--- src/rtl/fifo_rd_ctrl.sv ---
// Read-side controller of an asynchronous FIFO: read pointer, empty,
// almost-empty, fill level and underflow reporting in the rclk domain.
//
// Ports:
//   rclk           read-domain clock
//   rrst_n         synchronous active-low reset
//   rinc           read request from the consumer
//   rq2_wptr       Gray write pointer, already synchronized into rclk
//   rptr           registered Gray read pointer for the write domain
//   raddr          binary read address into the shared memory
//   rempty         registered empty flag
//   ralmost_empty  registered flag, fill level <= P_AE_THRESH
//   rlevel         registered fill-level estimate
//   rerr_underflow one-cycle pulse on a read rejected while empty
module fifo_rd_ctrl #(
    parameter int P_WIDTH     = 4,
    parameter int P_AE_THRESH = 2
) (
    input  logic               rclk,
    input  logic               rrst_n,
    input  logic               rinc,
    input  logic [P_WIDTH-1:0] rq2_wptr,
    output logic [P_WIDTH-1:0] rptr,
    output logic [P_WIDTH-2:0] raddr,
    output logic               rempty,
    output logic               ralmost_empty,
    output logic [P_WIDTH-1:0] rlevel,
    output logic               rerr_underflow
);

    localparam logic [P_WIDTH-1:0] LP_AE = P_WIDTH'(P_AE_THRESH);

    logic [P_WIDTH-1:0] r_bin;
    logic [P_WIDTH-1:0] r_ptr;
    logic [P_WIDTH-1:0] r_level;
    logic               r_empty;
    logic               r_aempty;
    logic               r_uflow;

    logic               w_accept;
    logic [P_WIDTH-1:0] w_bin_next;
    logic [P_WIDTH-1:0] w_gray_next;
    logic [P_WIDTH-1:0] w_wbin;
    logic [P_WIDTH-1:0] w_level_next;

    // Gating uses the registered empty flag only, so rinc never reaches
    // an output combinationally.
    assign w_accept    = rinc & ~r_empty;
    assign w_bin_next  = r_bin + {{(P_WIDTH-1){1'b0}}, w_accept};
    assign w_gray_next = w_bin_next ^ (w_bin_next >> 1);

    // Gray to binary: bit i is the XOR of all Gray bits from MSB down to i.
    always_comb begin
        w_wbin = '0;
        for (int i = 0; i < P_WIDTH; i++) begin
            w_wbin[i] = ^(rq2_wptr >> i);
        end
    end

    // Modulo difference; the wrap bit lets a full FIFO read as 2^(W-1).
    assign w_level_next = w_wbin - w_bin_next;

    always_ff @(posedge rclk) begin
        if (!rrst_n) begin
            r_bin    <= '0;
            r_ptr    <= '0;
            r_level  <= '0;
            r_empty  <= 1'b1;
            r_aempty <= 1'b1;
            r_uflow  <= 1'b0;
        end else begin
            r_bin    <= w_bin_next;
            r_ptr    <= w_gray_next;
            r_level  <= w_level_next;
            r_empty  <= (w_gray_next == rq2_wptr);
            r_aempty <= (w_level_next <= LP_AE);
            r_uflow  <= rinc & r_empty;
        end
    end

    assign rptr           = r_ptr;
    assign raddr          = r_bin[P_WIDTH-2:0];
    assign rempty         = r_empty;
    assign ralmost_empty  = r_aempty;
    assign rlevel         = r_level;
    assign rerr_underflow = r_uflow;

endmodule

--- config.mk ---
export PLATFORM = sky130hd
export DESIGN_NAME = fifo_rd_ctrl
export DESIGN_NICKNAME = d
export VERILOG_FILES = /design/src/rtl/fifo_rd_ctrl.sv
export SDC_FILE = /design/constraint.sdc
export NUM_CORES = 1
export LEC_CHECK = 0
export ABC_AREA = 0
export CORE_ASPECT_RATIO = 0.8
export CORE_MARGIN = 3
export CORE_UTILIZATION = 35
export CTS_CLUSTER_DIAMETER = 200
export DETAILED_ROUTE_END_ITERATION = 8
export PLACE_DENSITY = 0.62
export SETUP_SLACK_MARGIN = 0.05
export SLEW_MARGIN = 0
export SYNTH_ARGS = -nofsm -noshare
export SYNTH_HDL_FRONTEND = slang
export SYNTH_SLANG_ARGS = --single-unit
--- constraint.sdc ---
create_clock -name rclk -period 6.45 [get_ports rclk]
set_input_delay 1.6125 -clock rclk [delete_from_list [all_inputs] [get_ports rclk]]
set_output_delay 1.6125 -clock rclk [all_outputs]
set_load 0.05 [all_outputs]
# After elaboration in Yosys (flattened, before gate mapping)
# Index checks and enable logic that the tools add are counted.
[totals] reg_bits=15 inputBits=7 out_inout_bits=14
[op_classes] n_addsub=2 n_lt_le_gt_ge=1 eq_ne=1 bitwise=4 reduce_logical=4
[op_table] operator="$reduce_xor A4 Y1" n=4
[op_table] operator="$add A4 B1 Y4" n=1
[op_table] operator="$eq A4 B4 Y1" n=1
[op_table] operator="$le A4 B2 Y1 const B" n=1
[op_table] operator="$sub A4 B4 Y4" n=1
[op_table] operator="$xor A4 B3 Y4" n=1
[op_table] operator="$and A1 B1 Y1" n=2
[op_table] operator="$not A1 Y1" n=1

# Logic depth before layout (Yosys ltp)
# Gate-level depths: netlist of the first run.
[depth] word_depth=5 depth_mapped=10 mapped_depth_nobuf=10

# Least setup slack after synthesis of the first run
# OpenSTA, ideal clock, no wires.
[synth_timing] kind="input-to-reg" from="input rinc" to="register r_aempty, in the netlist ralmost_empty" required_time_ns=6.371 t_arrival_ns=3.651 setup_ns=0.079 path_slack_ns=2.720 path_stages=10 cell_sequence="nor2b_1 > ha_1 > ha_1 > xor2_1 > inv_1 > ha_1 > nor2b_1 > a221oi_2 > xnor2_1 > a211oi_2"
[synth_between] elab_chain_len=4
[synth_lines] element="start, declared" line="21" text="input logic rinc,"
[synth_lines] element="$and A1 B1 Y1" line="48" text="assign w_accept = rinc & ~r_empty;"
[synth_lines] element="$add A4 B1 Y4" line="49" text="assign w_bin_next = r_bin + {{(P_WIDTH-1){1'b0}}, w_accept};"
[synth_lines] element="$sub A4 B4 Y4" line="61" text="assign w_level_next = w_wbin - w_bin_next;"
[synth_lines] element="$le A4 B2 Y1" line="76" text="r_aempty <= (w_level_next <= LP_AE);"
[synth_lines] element="end signal, assigned" line="76"
[synth_lines] element="end, declared" line="37" text="logic r_aempty;"
# Every way passes these cells.
# A chain may end at the register's enable or synchronous reset.

# Final worst setup path of the first run
# Ends and elaborated chain as after synthesis.

==> impl_metrics.tcl, run 1 <==
set metrics [dict create \
    routabilityCongestion 0.6957 \
    dp_cells 113 \
    grt_pass1_vias 499 \
    cp.depth 11 \
    cts_root_buf "clkbuf_4" \
    wire_per_inst_um 10.59 \
    grt_max_degree 15 \
    grt_use_total_pct 11.26 \
    seq_power_share_pct 38.1 \
    finalSetupViolations 0 \
    ys_types 22 \
    power_density_nw_per_um2 263.0 \
    whs_path_depth 1 \
    htree_levels 1 \
    status "complete, no violations" \
    r2r_start "rempty" \
    worstSetupPathType "in -> reg" \
    reg2regPathDepth 10 \
    nets 106 \
    p_leak_nw 0.4201 \
    ys_warn_count 0 \
    post_cts_resized 0 \
    vias_per_cell 4.479 \
    sw_frac_of_total_pct 34.34 \
    fin_worst_skew_ps 2.389 \
    ioPinCount 21 \
    antennaDiodeCount 0 \
    maxCapViolations 0 \
    synth_area_leaders "dfxtp_1, xor2_1, and2_1, ha_1, xnor2_1" \
    cts_hold_buf 0 \
    dieArea_um2 2651 \
    ys_seq_area_share_pct 38.75 \
    maxSlewHeadroom_pct 58.85 \
    start_util_pct 37.53 \
    clk_latency_ps 280 \
    wirelength_mm 1.239 \
    die_y_um 46.66 \
    synth_cells 71 \
    hold_viol_final 0 \
    tns_ps 0 \
    critical_path.max_stage_delay_ps 510 \
    dp.final_hpwl_um 979.9 \
    ys_seq_elements 14 \
    worstSetupEndpoint "ralmost_empty" \
    worstSetupStartpoint "rinc" \
    yosysTopAreaCellShare_pct 38.75 \
    dr.pass1.iters 4 \
    die_w_um 56.82 \
    min_period_ps 4162 \
    cts.clk_slew.worst_paths_ps 80 \
    end_kind "flip-flop" \
    grt_pass1_wl_mm 2.125 \
    fmax_ghz 0.2403 \
    min_path_type "reg -> reg" \
    rrSetupSlack_ps 3770 \
    crit_required_ps 6650 \
    final_area_um2 980.9 \
    startpoint_type "input pin" \
    crit_chain "clkdlybuf4s50_1 > nor2b_1 > ha_1 > ha_1 > xor2_1 > inv_1 > ha_1 > nor2b_1 > a221oi_2 > xnor2_1 > a211oi_2" \
    rows 14 \
    fin_crit_sh_pct 64.53 \
    final_cells 117 \
    max-vdd-ir-drop_v 0.0001627 \
    ant_nets 0 \
    post_cts_buffers 0 \
    cts_sinks 14 \
    p_int_w 0.0001694 \
    rsz0062_at_grt "false" \
    worst_slew_pin_slew_ps 615.1 \
    clock_path_buffers 2 \
    area_delta_synth_final_pct 35.64 \
    comb_power_share_pct 38.0 \
    synth_nets 83 \
    core-area_um2 1927 \
    maxSlewViolCount 0 \
    slowest_stage "xor2_1" \
    switchingPower_w 0.00008859 \
    post-route-drc-count 0 \
    cts_tree "yes" \
    clock_power_share_pct 23.9 \
    drt-initial-drc-count 2 \
    fillers 199 \
    r2r_end "ralmost_empty" \
    min_from "rempty" \
    cp_max_fo 6 \
    syn_area_um2 723.2 \
    overflow 0 \
    cts_buffers 3 \
    io_buffers 20 \
    crit_path_frequent_cell "ha_1" \
    antenna_found_initial 0 \
    syn_area_per_cell_um2 10.19 \
    synth_area_leader_cell "dfxtp_1" \
    cpLargestDelayFamily "adder cells" \
    drive_above_1_share_pct 9.677 \
    crit_arrival_ps 4370 \
    crit_buf_inv 2 \
    post_dp_cell_area_um2 944.7 \
    vias 524 \
]
==> stage by stage <==
stage | total power [W] | hold slack [ps] | util [%] | setup slack, ps
after floorplan | 0.0001695 | 730.7 | - | 2720
after global placement | 0.0001977 | 498.5 | 49.03 | 2087
after detailed placement | 0.0001996 | 499.6 | 49.03 | 2005
after CTS | 0.0002627 | 511.5 | 50.91 | 2300
after global routing | 0.0002747 | 531.8 | 50.91 | 2108
final | 0.0002580 | 507.7 | 50.91 | 2288
==> registers in the layout, indices dropped and copies added (netlist names) <==
register,flops
rptr,3
ralmost_empty,1
rlevel,4
r_bin,4
rerr_underflow,1
rempty,1
==> cells by family after synthesis <==
logic type | share of synthesized area (%)
AOI/OAI and AO/OA | 7.612
xor gates and xnor gates | 21.28
adders and majority gates | 8.651
buffers and inverters | 3.285
DFF | 38.75
muxes | 2.076
and+or+nand+nor | 18.34
==> how the worst min path moves through the flow <==
| stage | slack (ps) | to |
|---|---|---|
| 6_report | 510 | rerr_underflow |
| 5_1_grt | 530 | rerr_underflow |
| 4_1_cts | 510 | rerr_underflow |
| 3_5_place_dp | 500 | rerr_underflow |
| 3_3_place_gp | 500 | rerr_underflow |
| 2_1_floorplan | 730 | rerr_underflow |
==> per-layer routing <==
| layer | up-vias | part of all wire [%] | track usage, % | wire (um) |
|---|---|---|---|---|
| met5 | - | 0 | 0 | 0 |
| met4 | 0 | 1.5 | 8.333 | 18 |
| met3 | 2 | 5.6 | 4.202 | 70 |
| met2 | 13 | 44 | 18.66 | 540 |
| met1 | 237 | 49 | 12.07 | 610 |
| li1 | 272 | - | - | - |
==> cells in the mapped netlist <==
master	number
dfxtp_1	14
nor2b_1	6
o21ai_1	2
a221oi_2	1
mux2_4	1
xor2_2	1
nand3_1	2
clkbuf_1	1
nor3_1	1
nor2_1	2
xor2_1	8
ha_1	5
xnor3_2	1
a21oi_1	2
xnor2_1	5
o21bai_1	1
nand2_1	1
buf_2	1
and3_1	1
and2_1	10
inv_1	4
a211oi_2	1
==> power groups by stage <==
| stage | Combinational, W | Clock [W] | Sequential, W |
|---|---|---|---|
| global placement | 0.0000972 | 0 | 0.000100 |
| detailed placement | 0.0000988 | 0 | 0.000101 |
| CTS | 0.0000989 | 0.0000651 | 0.0000986 |
| global route | 0.000105 | 0.0000697 | 0.0000995 |
| floorplan | 0.0000352 | 0 | 0.000134 |
| finish | 0.0000980 | 0.0000616 | 0.0000984 |
==> placed cells by master, fill, tap and decap left out <==
cell type and n:
o21ai_1 2, nand3_1 2, and3_1 1, mux2_4 1
clkbuf_8 1, a21oi_1 2, xnor2_1 5, ha_1 5
nor2b_1 6, o21bai_1 1, clkbuf_4 3, inv_1 4
xnor3_2 1, xor2_2 1, a221oi_2 1, dfxtp_1 14
nor2_1 2, nor3_1 1, clkdlybuf4s50_1 20, nand2_1 1
a211oi_2 1, and2_1 10, xor2_1 8
==> area by class of cell <==
cell class                      instances  area [um2]  share of cell area [%]
Multi-Input combinational cell         51       419.2                   42.73
Clock buffer                            4       36.28                   3.699
Tap cell                               24       30.03                   3.061
Timing Repair Buffer                   20       200.2                   20.41
Inverter                                4       15.01                   1.531
Sequential cell                        14       280.3                   28.57
(Power assumes the default switching activity.)
==> run 2, diff against run 1 <==
Settings changed: PLACE_DENSITY 0.62 to 0.64.
Clock period 6.45 ns to 3.8 ns, I/O delays scaled along.
==> impl_metrics.tcl, run 2 (synthesis results as in run 1) <==
set metrics [dict create \
    die_w_um 56.82 \
    htree_levels 1 \
    routabilityCongestion 0.7059 \
    ioPinCount 21 \
    wire_per_inst_um 10.06 \
    core-area_um2 1927 \
    dp_cells 114 \
    overflow 0 \
    grt_use_total_pct 9.650 \
    post-route-drc-count 0 \
    tns_ps 0 \
    seq_power_share_pct 38.4 \
    fin_worst_skew_ps 3.254 \
    power_density_nw_per_um2 440.1 \
    cts_sinks 14 \
    dieArea_um2 2651 \
    die_y_um 46.66 \
    rrSetupSlack_ps 1530 \
    cts_root_buf "clkbuf_4" \
    cts_hold_buf 0 \
    cts_buffers 3 \
    maxSlewHeadroom_pct 66.76 \
    final_cells 118 \
    min_to "rerr_underflow" \
    r2r_end "ralmost_empty" \
    p_int_w 0.0002874 \
    area_delta_synth_final_pct 36.68 \
    holdWs_ps 509.3 \
    cp_max_fo 4 \
    worstSetupPathType "in -> reg" \
    rsz0062_at_grt "false" \
    ant_nets 0 \
    cts_tree "yes" \
    post_cts_resized 0 \
    crit_required_ps 4000 \
    comb_power_share_pct 37.9 \
    nets 107 \
    finalSetupViolations 0 \
    start_util_pct 37.53 \
    fin_crit_sh_pct 82.03 \
    drive_above_1_share_pct 10.64 \
    grt_pass1_vias 452 \
    final_cell_mix "clkdlybuf4s50_1, dfxtp_1, and2_1" \
    sw_frac_of_total_pct 33.93 \
    min_period_ps 3117 \
    min_from "rempty" \
    antenna_found_initial 0 \
    maxSlewViolCount 0 \
    max-vdd-ir-drop_v 0.0001748 \
    clk_latency_ps 270 \
    clock_power_share_pct 23.6 \
    status "complete, no violations" \
    clock_path_buffers 2 \
    final_common_cell "clkdlybuf4s50_1" \
    whs_path_depth 1 \
    switchingPower_w 0.0001476 \
    rows 14 \
    multi_input_area_um2 419.2 \
    end_kind "flip-flop" \
    r2r_start "rempty" \
    io_buffers 20 \
    vias 528 \
    vias_per_cell 4.475 \
    cts.clk_slew.worst_paths_ps 80 \
    crit_arrival_ps 3320 \
    grt_pass1_wl_mm 1.807 \
    worst_slew_pin_slew_ps 497.1 \
    grt_max_degree 15 \
    wirelength_mm 1.187 \
    antennaDiodeCount 0 \
    p_leak_nw 0.4256 \
    hold_viol_final 0 \
    startpoint_type "input pin" \
    reg2regPathDepth 10 \
    dp.final_hpwl_um 979 \
    post_cts_buffers 0 \
    maxCapViolations 0 \
    power_w 0.0004350 \
    dr.pass1.iters 2 \
    utilization_pct 51.30 \
    drt-initial-drc-count 5 \
    fillers 203 \
    fmax_ghz 0.3208 \
    min_path_type "reg -> reg" \
    regArea_um2 280.3 \
]
==> run 2: worst max path at each step <==
stage	startpoint	endpoint	slack (ps)	cells past startpoint
detailed placement	rinc	ralmost_empty	380	11
finish	rq2_wptr[3]	ralmost_empty	680	9
CTS	rinc	ralmost_empty	670	11
global placement	rq2_wptr[3]	ralmost_empty	420	9
floorplan	rinc	ralmost_empty	730	10
global route	rq2_wptr[3]	ralmost_empty	570	9
==> run 2: power by group through the flow <==
stage	Combinational [W]	Sequential (W)	Clock, W
3_5_place_dp	0.000167	0.000171	0
3_3_place_gp	0.000164	0.000171	0
6_report	0.000165	0.000167	0.000103
4_1_cts	0.000167	0.000168	0.000108
2_1_floorplan	0.0000598	0.000228	0
5_1_grt	0.000177	0.000169	0.000118
==> run 2: critical path, stage by stage <==
cell	delay, ps
clkdlybuf4s50_1	540
xnor3_2	500
xor2_1	160
ha_1	220
a21oi_1	80
mux2_4	270
a221oi_2	240
xnor2_1	140
a211oi_2	210
==> run 2: through the flow <==
stage,area (um2),setup WS [ps]
after floorplan,723.2,732.3
after global routing,988.4,570.5
after CTS,988.4,670.5
after global placement,952.2,419.9
final,988.4,682.8
after detailed placement,952.2,382.1
==> run 2: cell type report <==
class                   instances  area share, %
multi-input cells              51          42.41
flip-flops and latches         14          28.35
repair buffers                 21          21.01
clock buffers                   4          3.671
well taps                      24          3.038
inverters                       4          1.519
==> run 2: metal layers <==
metal	vias to the layer above	wire (um)	part of all wire, %	global-route usage, %
met5	-	0	0	0
met4	0	20	1.7	6.944
met3	2	73	6.1	3.361
met2	13	558	47	16.13
met1	240	535	45	10.47
li1	273	-	-	-
==> run 3, diff against run 2 <==
Settings changed: PLACE_DENSITY 0.64 to 0.62.
Clock period 3.8 ns to 3.1 ns, I/O delays scaled along.
==> impl_metrics.tcl, run 3 (synthesis results as in run 1) <==
set metrics [dict create \
    cts_sinks 14 \
    cts_hold_buf 0 \
    worstSetupPathType "in -> reg" \
    fin_crit_sh_pct 93.00 \
    wirelength_mm 1.276 \
    grt_pass1_vias 514 \
    vias 548 \
    ioPinCount 21 \
    post_cts_buffers 0 \
    cts_root_buf "clkbuf_4" \
    worst_slew_pin_slew_ps 494.4 \
    routabilityCongestion 0.7449 \
    power_density_nw_per_um2 522.4 \
    startpoint_type "input pin" \
    final_cell_mix "clkdlybuf4s50_1, dfxtp_1, and2_1" \
    max-vdd-ir-drop_v 0.0002419 \
    final_common_cell "clkdlybuf4s50_1" \
    maxCapViolations 0 \
    cts.clk_slew.worst_paths_ps 80 \
    final_area_um2 1049 \
    min_from "rempty" \
    dieArea_um2 2651 \
    overflow 0 \
    power_w 0.0005477 \
    cp_max_fo 2 \
    end_kind "flip-flop" \
    nets 115 \
    grt_use_total_pct 10.25 \
    clk_latency_ps 270 \
    min_path_type "reg -> reg" \
    p_leak_nw 0.4654 \
    cts_buffers 3 \
    crit_required_ps 3300 \
    tns_ps 0 \
    io_buffers 20 \
    hold_viol_final 0 \
    die_w_um 56.82 \
    crit_arrival_ps 3090 \
    antenna_found_initial 0 \
    antennaDiodeCount 0 \
    dp.final_hpwl_mm 1.045 \
    grt_max_degree 15 \
    worstSetupStartpoint "rinc" \
    core-area_um2 1927 \
    fin_worst_skew_ps 6.366 \
    rsz0062_at_grt "false" \
    drt-initial-drc-count 3 \
    drive_above_1_share_pct 17.65 \
    maxSlewHeadroom_pct 66.94 \
    dr.pass1.iters 2 \
    post-route-drc-count 0 \
    holdWs_ps 522.3 \
    post_cts_resized 0 \
    grt_pass1_wl_mm 2.083 \
    wire_per_inst_um 10.13 \
    finalSetupViolations 0 \
    status "complete, no violations" \
    vias_per_cell 4.349 \
    post_dp_cell_area_um2 1012 \
    rows 14 \
    min_period_ps 2883 \
    r2r_start "rempty" \
    fmax_ghz 0.3469 \
    htree_levels 1 \
    die_y_um 46.66 \
    clock_path_buffers 2 \
    start_util_pct 37.53 \
    cts_tree "yes" \
    area_delta_synth_final_pct 44.98 \
    maxSlewViolCount 0 \
    ant_nets 0 \
]
==> run 3: cell types whose count changed in the layout (fill, tap and decap cells not counted) <==
cell / before / now
buf_4: 1 / 9
==> run 3: per-layer routing <==
layer | up-vias | global-route usage (%) | routed length, um
met5 | - | 0 | 0
met4 | 0 | 2.778 | 0
met3 | 0 | 3.361 | 83
met2 | 19 | 17.28 | 583
met1 | 236 | 12.79 | 609
li1 | 293 | - | -
==> run 3: critical path: stages <==
cell and delay, ps:
clkdlybuf4s50_1 460, nor2b_1 130, ha_1 180, ha_1 160, xor2_1 220, inv_1 70, ha_1 300, nor2b_1 140
a221oi_2 270, xnor2_1 140, a211oi_2 220
==> run 3: path summary, 6_finish.rpt <==
kind	end	slack, ps	cells after the start
max reg2reg	ralmost_empty	860	10
min	rerr_underflow	520	1
max	ralmost_empty	220	11
min reg2reg	rerr_underflow	520	1
==> run 3: cell type report <==
class / count / area (um2)
clock buffers: 4 / 36.28
fillers: 195 / 878.3
inverters: 4 / 15.01
multi-input cells: 51 / 419.2
flip-flops and latches: 14 / 280.3
well taps: 24 / 30.03
repair buffers: 29 / 267.8
==> run 3: power breakdown <==
part           switching [W]  internal [W]  leakage, nW
Clock              0.0000557     0.0000714       0.0210
Sequential        0.00000563      0.000199        0.115
Combinational       0.000124     0.0000913        0.329
Total               0.000186      0.000362        0.465
==> run 3: through the flow <==
| step | setup slack (ps) | util [%] | instances |
|---|---|---|---|
| 2_1_floorplan | 207.3 | - | 71 |
| 3_3_place_gp | -61.66 | 52.53 | 122 |
| 3_5_place_dp | -49.37 | 52.53 | 122 |
| 4_1_cts | 218.8 | 54.42 | 126 |
| 5_1_grt | 105.2 | 54.42 | 126 |
| 6_report | 216.9 | 54.42 | 126 |
